<file path="src/rtl/fetch_unit.sv">
// fetch_unit
// Instruction fetch stage with a two-state FETCH/HOLD controller.
// In FETCH it requests the word at pc and waits for imemAck. In HOLD it
// presents the captured word to the decoder until it is consumed (stall=0).
// On consume it loads the next PC and increments the retired counter.
// At most one memory request is ever outstanding.
//
// Ports
//   clk         : clock, all state updates on the rising edge
//   rstN        : synchronous active-low reset
//   imemReq     : fetch request (high in FETCH)
//   imemAddr    : fetch address (current pc)
//   imemAck     : memory returned imemRData this cycle
//   imemRData   : instruction word from memory
//   instr       : held instruction word
//   instrValid  : instr valid and awaiting consumption (high in HOLD)
//   pc          : address of the held instruction
//   pcPlus4     : pc + 4, the link value
//   stall       : downstream cannot consume instr this cycle
//   pcSrcCtrl   : next-PC select (0 INC4, 1 J, 2 JR, 3 BRANCH)
//   jAddr       : jump target field
//   jrTarget    : register target for JR
//   imm         : sign-extended branch offset in words
//   branchTaken : resolved branch condition
//   retired     : count of consumed instructions (wraps)

module fetch_unit #(
   parameter logic [31:0] RESET_PC = 32'h0000_0000,
   parameter int          ICNT_W   = 32
) (
   input  logic              clk,
   input  logic              rstN,
   output logic              imemReq,
   output logic [31:0]       imemAddr,
   input  logic              imemAck,
   input  logic [31:0]       imemRData,
   output logic [31:0]       instr,
   output logic              instrValid,
   output logic [31:0]       pc,
   output logic [31:0]       pcPlus4,
   input  logic              stall,
   input  logic [1:0]        pcSrcCtrl,
   input  logic [25:0]       jAddr,
   input  logic [31:0]       jrTarget,
   input  logic [31:0]       imm,
   input  logic              branchTaken,
   output logic [ICNT_W-1:0] retired
);

   typedef enum logic {
      FETCH = 1'b0,
      HOLD  = 1'b1
   } state_t;

   localparam logic [1:0] SEL_INC4   = 2'd0;
   localparam logic [1:0] SEL_J      = 2'd1;
   localparam logic [1:0] SEL_JR     = 2'd2;
   localparam logic [1:0] SEL_BRANCH = 2'd3;

   state_t            state_reg, state_next;
   logic [31:0]       pc_reg, pc_next;
   logic [31:0]       instr_reg, instr_next;
   logic [ICNT_W-1:0] retired_reg, retired_next;
   logic [31:0]       pc_plus4;
   logic [31:0]       target_pc;

   // Low bits of jrTarget are forced to word alignment and the top bits of
   // imm fall off the word-to-byte shift; they are intentionally unused.
   logic unused_bits;
   assign unused_bits = &{1'b0, jrTarget[1:0], imm[31:30]};

   assign pc_plus4 = pc_reg + 32'd4;

   // Next PC, computed from the control inputs of the current cycle; it is
   // only committed in the consume cycle.
   always_comb begin
      target_pc = pc_plus4;
      case (pcSrcCtrl)
         SEL_INC4:   target_pc = pc_plus4;
         SEL_J:      target_pc = {pc_plus4[31:28], jAddr, 2'b00};
         SEL_JR:     target_pc = {jrTarget[31:2], 2'b00};
         SEL_BRANCH: target_pc = branchTaken ? (pc_plus4 + {imm[29:0], 2'b00})
                                             : pc_plus4;
         default:    target_pc = pc_plus4;
      endcase
   end

   always_ff @(posedge clk) begin
      if (!rstN) begin
         state_reg   <= FETCH;
         pc_reg      <= RESET_PC;
         instr_reg   <= 32'h0000_0000;
         retired_reg <= '0;
      end else begin
         state_reg   <= state_next;
         pc_reg      <= pc_next;
         instr_reg   <= instr_next;
         retired_reg <= retired_next;
      end
   end

   always_comb begin
      state_next   = state_reg;
      pc_next      = pc_reg;
      instr_next   = instr_reg;
      retired_next = retired_reg;
      case (state_reg)
         FETCH: begin
            // stall has no effect here; only the ack moves us on
            if (imemAck) begin
               instr_next = imemRData;
               state_next = HOLD;
            end
         end
         HOLD: begin
            // imemAck is ignored: no request is outstanding in HOLD
            if (!stall) begin
               pc_next      = target_pc;
               retired_next = retired_reg + ICNT_W'(1);
               state_next   = FETCH;
            end
         end
         default: state_next = FETCH;
      endcase
   end

   assign imemReq    = (state_reg == FETCH);
   assign instrValid = (state_reg == HOLD);
   assign imemAddr   = pc_reg;
   assign pc         = pc_reg;
   assign pcPlus4    = pc_plus4;
   assign instr      = instr_reg;
   assign retired    = retired_reg;

endmodule

</file>
<file path="config.mk">
export PLATFORM = sky130hd
export DESIGN_NAME = fetch_unit
export DESIGN_NICKNAME = d
export VERILOG_FILES = /design/src/rtl/fetch_unit.sv
export SDC_FILE = /design/constraint.sdc
export NUM_CORES = 1
export LEC_CHECK = 0
export CORE_UTILIZATION = 45
export DETAILED_ROUTE_END_ITERATION = 8
export PLACE_DENSITY = 0.85
export SLEW_MARGIN = 20
export SYNTH_ARGS = -nofsm -noshare
export SYNTH_HDL_FRONTEND = slang
export SYNTH_SLANG_ARGS = --single-unit
export TNS_END_PERCENT = 1
</file>
<file path="constraint.sdc">
create_clock -name clk -period 8.6 [get_ports clk]
set_input_delay 1.72 -clock clk [delete_from_list [all_inputs] [get_ports clk]]
set_output_delay 1.72 -clock clk [all_outputs]
set_load 0.05 [all_outputs]
</file>
==> summary.md <==
| Metric | Value |
|---|---|
| Final worst-path cycle share | `63.4%` |
| CTS clk-pin slew, worst paths | `70 ps` |
| Residual DRC count | `0` |
| Routed via count | `8058` |
| Synth top area cells | `dfxtp_1 (27%), nand2_1 (8.0%), a21oi_1 (7.3%), ha_1 (6.5%), nor2_1 (4.8%)` |
| FF-to-FF Start | `imemAddr[2]$_SDFFE_PN0P_` |
| Post-DP Area | `9780 µm²` |
| CP endpoint kind | `primary output` |
| Vias in the first global route | `7112` |
| Syn_area_per_cell | `7.45 µm²` |
| CP Max Fanout | `11` |
| Yosys top cell by area | `dfxtp_1` |
| Cell Area, Synth | `7090 µm²` |
| Unrepaired setup endpoints after global routing | `false` |
| Die X | `128 µm` |
| Std-Cell Core Area | `15300 µm²` |
| Core Util, Final | `65.8%` |
| Buffer count from post-CTS setup fixing | `0` |
| Fmax | `183 MHz` |
| Arr. time, crit path | `3740 ps` |
| TritonCTS clock tree | `built` |
| Relative slew slack | `32.1%` |
| Req. time, crit path | `6880 ps` |
| Die area | `16300 µm²` |
| Diodes inserted | `0` |
| Filler Cell Count | `1326` |
| Max-slew violation count | `0` |
| Most frequent cells in the layout | `clkdlybuf4s50_1 (280), nand2_1 (150), a21oi_1 (103)` |
| Post-synthesis sequential area ratio | `26.8%` |
| Unique cell type count in the Yosys netlist | `70` |
| Final TNS setup | `0 ps` |
| Fin nets | `1341` |
| Dpl hpwl | `18800 µm` |
| Final wirelength | `24800 µm` |
| Insertion delay to the later sink of the worst-skew pair | `340 ps` |
| P per Cell Area | `132 nW/µm²` |
| EDFF count, synth | `0` |
| Share of the synthesized area in the top cell type | `26.8%` |
| Peak VDD IR | `0.119 mV` |
| Htree depth | `3` |
| Outcome | `complete, no violations` |
| Clock Path Buffers | `2` |
| DIE HEIGHT | `128 µm` |
| Grt total ovfl | `0` |
| Crit path launch type | `flop` |
| Post-DR wirelength/cell | `17.8 µm` |
| Final min period | `5460 ps` |
| Largest net degree at the start of global routing | `72` |
| Number of max-cap violations | `0` |
| TritonRoute pass-1 iters | `5` |
| FF-to-FF setup slack | `3900 ps` |
| Num Clock Sinks | `95` |
| PostCTS Resize Cnt | `0` |
| Worst r2r dst | `imemAddr[28]$_SDFFE_PN0P_` |
| Fin Clk Skew | `6.57 ps` |
| P&R area growth vs syn | `42.2%` |
| Most common cell after layout, fill and taps aside | `clkdlybuf4s50_1` |
| Synth Instances | `952` |
| Number of antenna violations at the first check in global routing | `0` |
| Setup violators final | `0` |
| Std-Cell Rows | `45` |
| Hold-fix buffers, CTS | `0` |
| Post-route cell area | `10100 µm²` |
| Yosys warning total | `0` |
| Inserted Clock Buffers | `9` |
| Gr usage total | `29.4%` |
| Final Hold Fails | `0` |
| Root buffer cell | `clkbuf_16` |
| Post-synth top flop | `dfxtp_1` |
| WHS | `451 ps` |
| Top Ports | `291` |
| Worst hold endpoint | `instr[26]$_SDFFE_PN0P_` |
| Vias per cell | `5.80` |
| Initial Util | `46.3%` |
| Worst Hold Class | `reg -> reg` |
| Leakage power | `3.92 nW` |
| Ys async rst share | `0%` |
| Hold Path Stages | `2` |
| Global placement routability congestion | `0.980` |
| Fraction of layout cells with a size suffix above 1 | `3.39%` |
| Worst-margin pin slew | `1020 ps` |
| Post-route ant nets | `0` |
| Worst Reg-to-Reg Cells | `12` |
| DR iter-0 viols | `704` |
| Critical path class | `reg -> out` |
| IO Port Bufs | `280` |
| Hold_sp | `instr[26]$_SDFFE_PN0P_` |
| First-pass GRT wire length | `37800 µm` |
| Yosys reg bits | `95` |
[critical path, stage by stage, from the launching register on]
cell and delay (ps):
dfxtp_1 560, ha_1 320, nand4_1 350, nor3_1 700, nand2_1 140, xnor2_1 430
clkdlybuf4s50_1 900
[cells in the mapped netlist, drive strengths merged, types with 5 or more instances]
master and n:
and4 8, clkbuf 34, nor2b 7, mux4 5
and3 12, mux2i 9, a211oi 10, nand3 38
or3 9, a21oi 103, and2 5, a21o 18
xor2 37, xnor2 33, a221oi 12, nor2 91
nand2 151, nand4 14, a31oi 5, nand2b 6
dfxtp 95, o2bb2ai 5, buf 45, nor3 15
ha 37, o21ai 54, o211ai 8, inv 21
[report_power, final]
part	internal [mW]	switching, mW
clock	0.228	0.179
combinational	0.172	0.270
sequential	0.457	0.0207
[metal layers]
layer | share of wire, % | up-vias | global-route usage, % | wire [µm]
li1 | - | 3798 | - | -
met1 | 41 | 3675 | 38.7 | 10100
met2 | 46 | 509 | 48.8 | 11400
met3 | 9.9 | 76 | 3.73 | 2460
met4 | 3.5 | 0 | 11.9 | 860
met5 | 0 | - | 0 | 0
[cell type report]
cell class	count	area (µm²)	share of cell area [%]
flip-flops and latches	95	1900	18.9
repair buffers	285	2840	28.2
multi-input cells	762	4700	46.6
well taps	211	264	2.62
inverters	21	78.8	0.782
clock inverters	6	68.8	0.682
clock buffers	10	229	2.27
[metrics by stage]
step	total power [mW]	std cells	setup WS (ps)
after detailed placement	0.922	1374	3540
final	1.33	1390	3140
after CTS	1.33	1390	3230
after floorplan	0.766	957	3680
after global routing	1.37	1390	3090
after global placement	0.917	1374	3600
[worst max-delay path by stage]
stage | depth (start not counted) | endpoint | start
final | 6 | pcPlus4[26] | imemAddr[2]$_SDFFE_PN0P_
after global routing | 6 | pcPlus4[26] | imemAddr[2]$_SDFFE_PN0P_
after global placement | 12 | imemAddr[28]$_SDFFE_PN0P_ | imm[0]
after detailed placement | 12 | imemAddr[28]$_SDFFE_PN0P_ | imm[0]
after CTS | 6 | pcPlus4[26] | imemAddr[2]$_SDFFE_PN0P_
after floorplan | 15 | imemAddr[23]$_SDFFE_PN0P_ | imemAddr[4]$_SDFFE_PN0P_
[logic make-up after synthesis]
group                    after synthesis  share of synthesized area (%)
AO/OA/AOI/OAI                        263                           23.6
XOR/XNOR                              70                           8.65
adder cells (fa/ha/maj)               38                           6.81
buffers and inverters                100                           7.23
flip-flops                            95                           26.8
multiplexers                          15                           3.02
other                                  1                         0.0529
AND/OR/NAND/NOR                      370                           23.8
Note: power is estimated with default switching activity, not from simulation.
